[src/rtl/vga_fsw_pkg.sv]
// Shared types and register map for the frame-synchronised video-slot writer.
package vga_fsw_pkg;

    typedef enum logic [1:0] {
        ST_IDLE  = 2'd0,
        ST_ARMED = 2'd1,
        ST_DRAIN = 2'd2
    } fsw_state_t;

    localparam logic REG_CTRL   = 1'b0;
    localparam logic REG_STATUS = 1'b1;

    localparam int CTRL_COMMIT  = 0;
    localparam int CTRL_CLR_OVF = 1;
    localparam int CTRL_BYPASS  = 2;

    typedef struct packed {
        logic [13:0] addr;
        logic [31:0] data;
    } fsw_entry_t;

endpackage

[src/rtl/vga_fsw_fifo.sv]
// Synchronous FIFO, 2^AW entries of DW bits, combinational head read.
// Latency: a push is visible at the head the cycle after it is written.
// Backpressure: push while full is ignored, pop while empty is ignored.
module vga_fsw_fifo #(
    parameter int AW = 5,
    parameter int DW = 46
) (
    input  logic          clk,
    input  logic          reset,
    input  logic          push,
    input  logic [DW-1:0] push_dat,
    input  logic          pop,
    output logic [DW-1:0] pop_dat,
    output logic          full,
    output logic          empty,
    output logic [AW:0]   count
);
    localparam int DEPTH = 1 << AW;

    logic [DW-1:0] mem [DEPTH];
    logic [AW-1:0] wr_ptr;
    logic [AW-1:0] rd_ptr;
    logic          do_push;
    logic          do_pop;

    // count never exceeds 2^AW, so its top bit alone marks full
    assign full    = count[AW];
    assign empty   = (count == '0);
    assign do_push = push & ~full;
    assign do_pop  = pop & ~empty;
    assign pop_dat = mem[rd_ptr];

    always_ff @(posedge clk) begin
        if (do_push) begin
            mem[wr_ptr] <= push_dat;
        end
    end

    always_ff @(posedge clk) begin
        if (reset) begin
            wr_ptr <= '0;
            rd_ptr <= '0;
            count  <= '0;
        end else begin
            if (do_push) begin
                wr_ptr <= wr_ptr + AW'(1);
            end
            if (do_pop) begin
                rd_ptr <= rd_ptr + AW'(1);
            end
            case ({do_push, do_pop})
                2'b10:   count <= count + (AW+1)'(1);
                2'b01:   count <= count - (AW+1)'(1);
                default: count <= count;
            endcase
        end
    end

endmodule

[src/rtl/vga_frame_sync_writer.sv]
// Buffers video-core register writes and replays a committed batch only during vblank.
// Latency: entry popped in cycle N drives vcore_* in N+1; bypass forwards a write in one cycle.
// Backpressure: none upstream; writes to a full queue are dropped and set sticky overflow.
// Optional VGA_FSW_BYPASS_EN adds a CTRL bit that forwards writes directly when idle and empty.
module vga_frame_sync_writer
    import vga_fsw_pkg::*;
#(
    parameter int FIFO_AW = 5
) (
    input  logic        clk,
    input  logic        reset,
    input  logic        cs,
    input  logic        write,
    input  logic        read,
    input  logic [13:0] addr,
    input  logic [31:0] wr_data,
    output logic [31:0] rd_data,
    input  logic        vblank,
    output logic        vcore_cs,
    output logic        vcore_write,
    output logic [13:0] vcore_addr,
    output logic [31:0] vcore_wr_data,
    output logic        drain_done
);
    fsw_state_t       state;
    fsw_state_t       state_nxt;
    logic             vblank_q;
    logic             frame_start;
    logic             q_wr;
    logic             reg_sel;
    logic             ctrl_wr;
    logic             commit;
    logic             bypass;
    logic             byp_fwd;
    logic             push_en;
    logic             pop_en;
    logic             last_pop;
    logic             overflow;
    logic             drain_done_nxt;
    fsw_entry_t       push_ent;
    fsw_entry_t       head_ent;
    logic             fifo_full;
    logic             fifo_empty;
    logic [FIFO_AW:0] fifo_count;

    assign frame_start = vblank & ~vblank_q;
    assign q_wr        = cs & write & ~addr[13];
    assign reg_sel     = addr[13] & (addr[12:1] == 12'd0);
    assign ctrl_wr     = cs & write & reg_sel & (addr[0] == REG_CTRL);
    assign commit      = ctrl_wr & wr_data[CTRL_COMMIT];

`ifdef VGA_FSW_BYPASS_EN
    always_ff @(posedge clk) begin
        if (reset) begin
            bypass <= 1'b0;
        end else if (ctrl_wr) begin
            bypass <= wr_data[CTRL_BYPASS];
        end
    end
    assign byp_fwd = bypass & q_wr & (state == ST_IDLE) & fifo_empty;
`else
    assign bypass  = 1'b0;
    assign byp_fwd = 1'b0;
`endif

    assign push_en       = q_wr & ~byp_fwd;
    assign push_ent.addr = addr;
    assign push_ent.data = wr_data;
    assign pop_en        = (state == ST_DRAIN) & vblank & ~fifo_empty;
    // a push landing with the final pop extends the batch instead of ending it
    assign last_pop      = pop_en & (fifo_count == (FIFO_AW+1)'(1)) & ~push_en;

    vga_fsw_fifo #(
        .AW (FIFO_AW),
        .DW ($bits(fsw_entry_t))
    ) u_fifo (
        .clk      (clk),
        .reset    (reset),
        .push     (push_en),
        .push_dat (push_ent),
        .pop      (pop_en),
        .pop_dat  (head_ent),
        .full     (fifo_full),
        .empty    (fifo_empty),
        .count    (fifo_count)
    );

    always_comb begin
        state_nxt      = state;
        drain_done_nxt = 1'b0;
        case (state)
            ST_IDLE: begin
                if (commit & (~fifo_empty | push_en)) begin
                    state_nxt = ST_ARMED;
                end
            end
            ST_ARMED: begin
                if (frame_start) begin
                    state_nxt = ST_DRAIN;
                end
            end
            ST_DRAIN: begin
                if (last_pop) begin
                    state_nxt      = ST_IDLE;
                    drain_done_nxt = 1'b1;
                end else if (~vblank) begin
                    state_nxt = ST_ARMED;
                end
            end
            default: state_nxt = ST_IDLE;
        endcase
    end

    always_ff @(posedge clk) begin
        if (reset) begin
            state         <= ST_IDLE;
            vblank_q      <= 1'b1;
            overflow      <= 1'b0;
            drain_done    <= 1'b0;
            vcore_cs      <= 1'b0;
            vcore_write   <= 1'b0;
            vcore_addr    <= '0;
            vcore_wr_data <= '0;
        end else begin
            state       <= state_nxt;
            vblank_q    <= vblank;
            drain_done  <= drain_done_nxt;
            vcore_cs    <= pop_en | byp_fwd;
            vcore_write <= pop_en | byp_fwd;
            if (push_en & fifo_full) begin
                overflow <= 1'b1;
            end else if (ctrl_wr & wr_data[CTRL_CLR_OVF]) begin
                overflow <= 1'b0;
            end
            if (pop_en) begin
                vcore_addr    <= head_ent.addr;
                vcore_wr_data <= head_ent.data;
            end else if (byp_fwd) begin
                vcore_addr    <= addr;
                vcore_wr_data <= wr_data;
            end
        end
    end

    always_comb begin
        rd_data = '0;
        if (cs & read & reg_sel) begin
            if (addr[0] == REG_STATUS) begin
                rd_data[1:0]         = state;
                rd_data[2]           = overflow;
                rd_data[3]           = bypass;
                rd_data[FIFO_AW+4:4] = fifo_count;
            end else begin
                rd_data[CTRL_BYPASS] = bypass;
            end
        end
    end

endmodule

[config.mk]
export PLATFORM = sky130hd
export DESIGN_NAME = vga_frame_sync_writer
export DESIGN_NICKNAME = d
export VERILOG_FILES = /design/src/rtl/vga_fsw_pkg.sv /design/src/rtl/vga_fsw_fifo.sv /design/src/rtl/vga_frame_sync_writer.sv
export SDC_FILE = /design/constraint.sdc
export NUM_CORES = 2
export LEC_CHECK = 0
export CORE_MARGIN = 2
export CORE_UTILIZATION = 50
export CTS_BUF_LIST = sky130_fd_sc_hd__clkbuf_4 sky130_fd_sc_hd__clkbuf_8
export CTS_CLUSTER_SIZE = 28
export DETAILED_ROUTE_END_ITERATION = 6
export GPL_TIMING_DRIVEN = 0
export PLACE_DENSITY = 0.64
export SLEW_MARGIN = 30
export SYNTH_ARGS = -nofsm -noshare
export SYNTH_HDL_FRONTEND = slang
export SYNTH_HIERARCHICAL = 1
export SYNTH_SLANG_ARGS = --single-unit
[constraint.sdc]
create_clock -name clk -period 10.9 [get_ports clk]
set_input_delay 2.18 -clock clk [delete_from_list [all_inputs] [get_ports clk]]
set_output_delay 2.18 -clock clk [all_outputs]
set_load 0.1 [all_outputs]
==> summary.txt <==
Place
  – Placed inst area: between 0.06 and 0.07 mm2
  – Dpl cells: 4896
  – I/O Buffers: 109
  – Dpl ws: 2.66 ns
  – Hpwl dp: slightly above 100 mm
  – Gp weighted congestion: 0.820

CTS
  – CTS tree: built
  – Root Buffer Master: clkbuf_8
  – Skew-Pair Late Insertion Delay: approximately 0.9 ns
  – CTS Hold Buffers Added: 0
  – CTS Buf Count: between 200 and 250
  – H-Tree Depth: 4
  – Clock Pin Slew Worst Setup and Hold Paths: 0.06 ns
  – CTS Buffer Depth: 3
  – Post-CTS setup buffer count: 0
  – Post-CTS sizing: 0
  – Clock Sinks: between 1500 and 2000

Cells and area
  – Number of fill cells in the layout: roughly 8500
  – Non-Filler Instances: around 5300
  – Layout Nets: 3655
  – Layout Utilization: between 50% and 60%
  – Final instance area: around 0.07 mm2
  – Share of cells above drive strength 1: between 20% and 30%
  – P&R area growth vs syn: 17.1%

Synthesis
  – Simple-Gate Fraction of Synth Area: 4.09%
  – Sequential-to-total area share from yosys stat: about three quarters
  – Area leader, netlist: edfxtp_1
  – Adder-cell share of the synthesized area: less than 1%
  – Yosys cell types: 57
  – Post-synthesis xor/xnor area fraction: less than 1%
  – Largest family of logic cells by synthesized area: multiplexers
  – Synth cell count leaders: edfxtp_1, mux2_2, mux4_2, clkbuf_1, nand2_1
  – Proportion of synthesized area in mux cells: approximately 12%
  – Main flop type after synthesis: edfxtp_1
  – Area share of the largest cell type after synthesis: about 74%
  – Asr flop ratio synth: 0%
  – Post-synthesis compound-gate area fraction: just under 5%
  – Post-synth EDFFs: between 1000 and 1500
  – Area contributors post-synth: edfxtp_1, mux4_2, mux2_2, dfxtp_1, a22o_1
  – Avg Inst Size Synth: 19.0 um2
  – Most frequent cell after synthesis: edfxtp_1
  – Synthesis Warnings: 6
  – Synthesized flop and latch total: approximately 1500
  – Synthesized cell area: between 0.05 and 0.06 mm2
  – Synthesized instance count: about 3100

Critical path
  – CP Capture Type: primary output
  – Crit. Startpoint: addr[13]
  – CP arrival: about 5.4 ns
  – CP max FO: 34
  – Bufs and invs on worst path: 3
  – Critical path, cell by cell: buf_2 -> nor4b_1 -> and4_1 -> clkbuf_1 -> and2_1 -> clkdlybuf4s50_1
  – Setup CP Type: input port to primary output
  – Required @ worst endpoint: a little under 9 ns
  – Slowest cell on crit path: clkdlybuf4s50_1
  – R2R Path Start: u_fifo/count[1]
  – Startpoint Class: input port
  – CP top delay family: buffers and inverters
  – Worst path max stage delay: 1.14 ns

Floorplan
  – I/O Pins: 133
  – Initial core utilization: between 50 and 60%
  – Die width: approximately 350 um
  – Core Area: ~0.12 mm2
  – Std cell rows: between 100 and 150
  – Die Ht: 349 um
  – Die footprint: about 0.12 mm2

Global route
  – GRT Util Overall: roughly a quarter
  – Initial antenna violation count: 7
  – First-pass GRT wire length: 219 mm
  – Largest net degree at the start of global routing: 35
  – Vias in the first global route: 32900
  – GRT overflow: 0

Timing
  – Final min period: about 7.5 ns
  – Max Clock Skew: roughly 0.045 ns
  – Fmax: roughly 130 MHz
  – Actual slew at the worst max-slew pin: about 1.1 ns
  – RSZ-0062 raised after global routing: no
  – Final Hold Fails: 0
  – Hold_ws: ~0.46 ns
  – PnR worst setup slack: about 3.4 ns
  – Final TNS setup: 0 ns
  – Final setup viols: 0
  – Max transition margin: approximately 29%
  – Final period util: 69.0%
  – Slew Viols, Final: 0

Power and ir drop
  – Leak: between 20 and 25 nW
  – Max IR drop VDD: around 96 uV
  – Power Density: around 160 mW/mm2
  – Total power: 11.3 mW

Routing
  – DRT Pass-1 Iters: 5
  – Post-route DRC violation count: 0
  – Final WL: ~150 mm
  – DR WL/cell: ~29 um
  – Total number of vias: about 32000
  – Antenna-violating nets left: 0
  – First DRT Iteration DRCs: about 3600
  – DR vias/cell: between 6 and 7

Run status
  – Status: finished, final reports clean

Job
  – Number of max-cap violations: 0

Worst hold path
  – Worst Hold Class: flop to flop
  – HP Start: vcore_addr[6]
## cells by family after synthesis
| family | Yosys count |
|---|---|
| AO/OA/AOI/OAI | 437 |
| XOR/XNOR | 11 |
| adder cells (fa/ha/maj) | 8 |
| buffers and inverters | 222 |
| flip-flops | 1545 |
| multiplexers | 466 |
| other | 1 |
| AND/OR/NAND/NOR | 451 |
## layout by cell type (no fill, tap or decap), drive strengths merged, types with 63 or more instances in the layout
master / n
clkbuf: 468
o22ai: 93
nor2b: 99
a22o: 93
buf: 218
clkdlybuf4s50: 63
nor3: 93
a211oi: 92
o21ai: 97
mux2: 279
dfxtp: 73
clkinv: 86
mux4: 184
edfxtp: 1472
nand2: 104
## final timing paths
path                     endpoint  slack (ns)  depth (start not counted)
hold / removal      vcore_addr[6]        0.46                          2
setup / recovery       rd_data[0]        3.37                          6
hold reg to reg     vcore_addr[6]        0.46                          2
setup reg to reg  u_fifo/count[4]        6.68                         16
## worst reg2reg max path: stages (launching register included)
cell       delay (ns)
dfxtp_1          0.32
clkbuf_1         0.19
or4_1            0.64
nor2_1           0.26
nand4bb_4        0.24
inv_2            0.05
buf_2            0.24
o21ai_1          0.23
inv_1            0.11
ha_1             0.21
clkbuf_1         0.23
xor2_1           0.20
ha_1             0.21
a21oi_1          0.25
a32oi_1          0.16
a31oi_1          0.22
mux2_2           0.35
## where the power goes
group / switching, mW / leakage [nW] / internal (mW)
clock: 2.17 / 2.49 / 2.49
combinational: 0.142 / 5.67 / 0.0297
sequential: 0.00258 / 13.8 / 6.50
total: 2.32 / 22.0 / 9.02
## cell type report
type / instances / area [um2] / area share (%)
diodes: 3 / 7.51 / 0.0108
plain buffers: 214 / 1040 / 1.49
clock buffers: 337 / 4110 / 5.88
clock inverters: 96 / 564 / 0.809
inverters: 8 / 30.0 / 0.0430
multi-input cells: 1396 / 13200 / 18.9
flip-flops and latches: 1545 / 45700 / 65.4
well taps: 1536 / 1920 / 2.75
repair buffers: 198 / 3240 / 4.64
## sequential cells by signal, summed over array words and instances, names as in the netlist, named ones only
| register | count |
|---|---|
| drain_done | 1 |
| overflow | 1 |
| state | 2 |
| u_fifo/count | 6 |
| u_fifo/mem | 1472 |
| u_fifo/rd_ptr | 5 |
| u_fifo/wr_ptr | 5 |
| vblank_q | 1 |
| vcore_addr | 14 |
| vcore_wr_data | 32 |
| vcore_write | 1 |
## layer usage
metal  track usage [%]  routed length (um)
met2              40.2               73100
met4              9.10                5010
met3              5.26               12600
met1              34.2               62000
met5                 0                  13
Power figures use the tool's default switching activity.
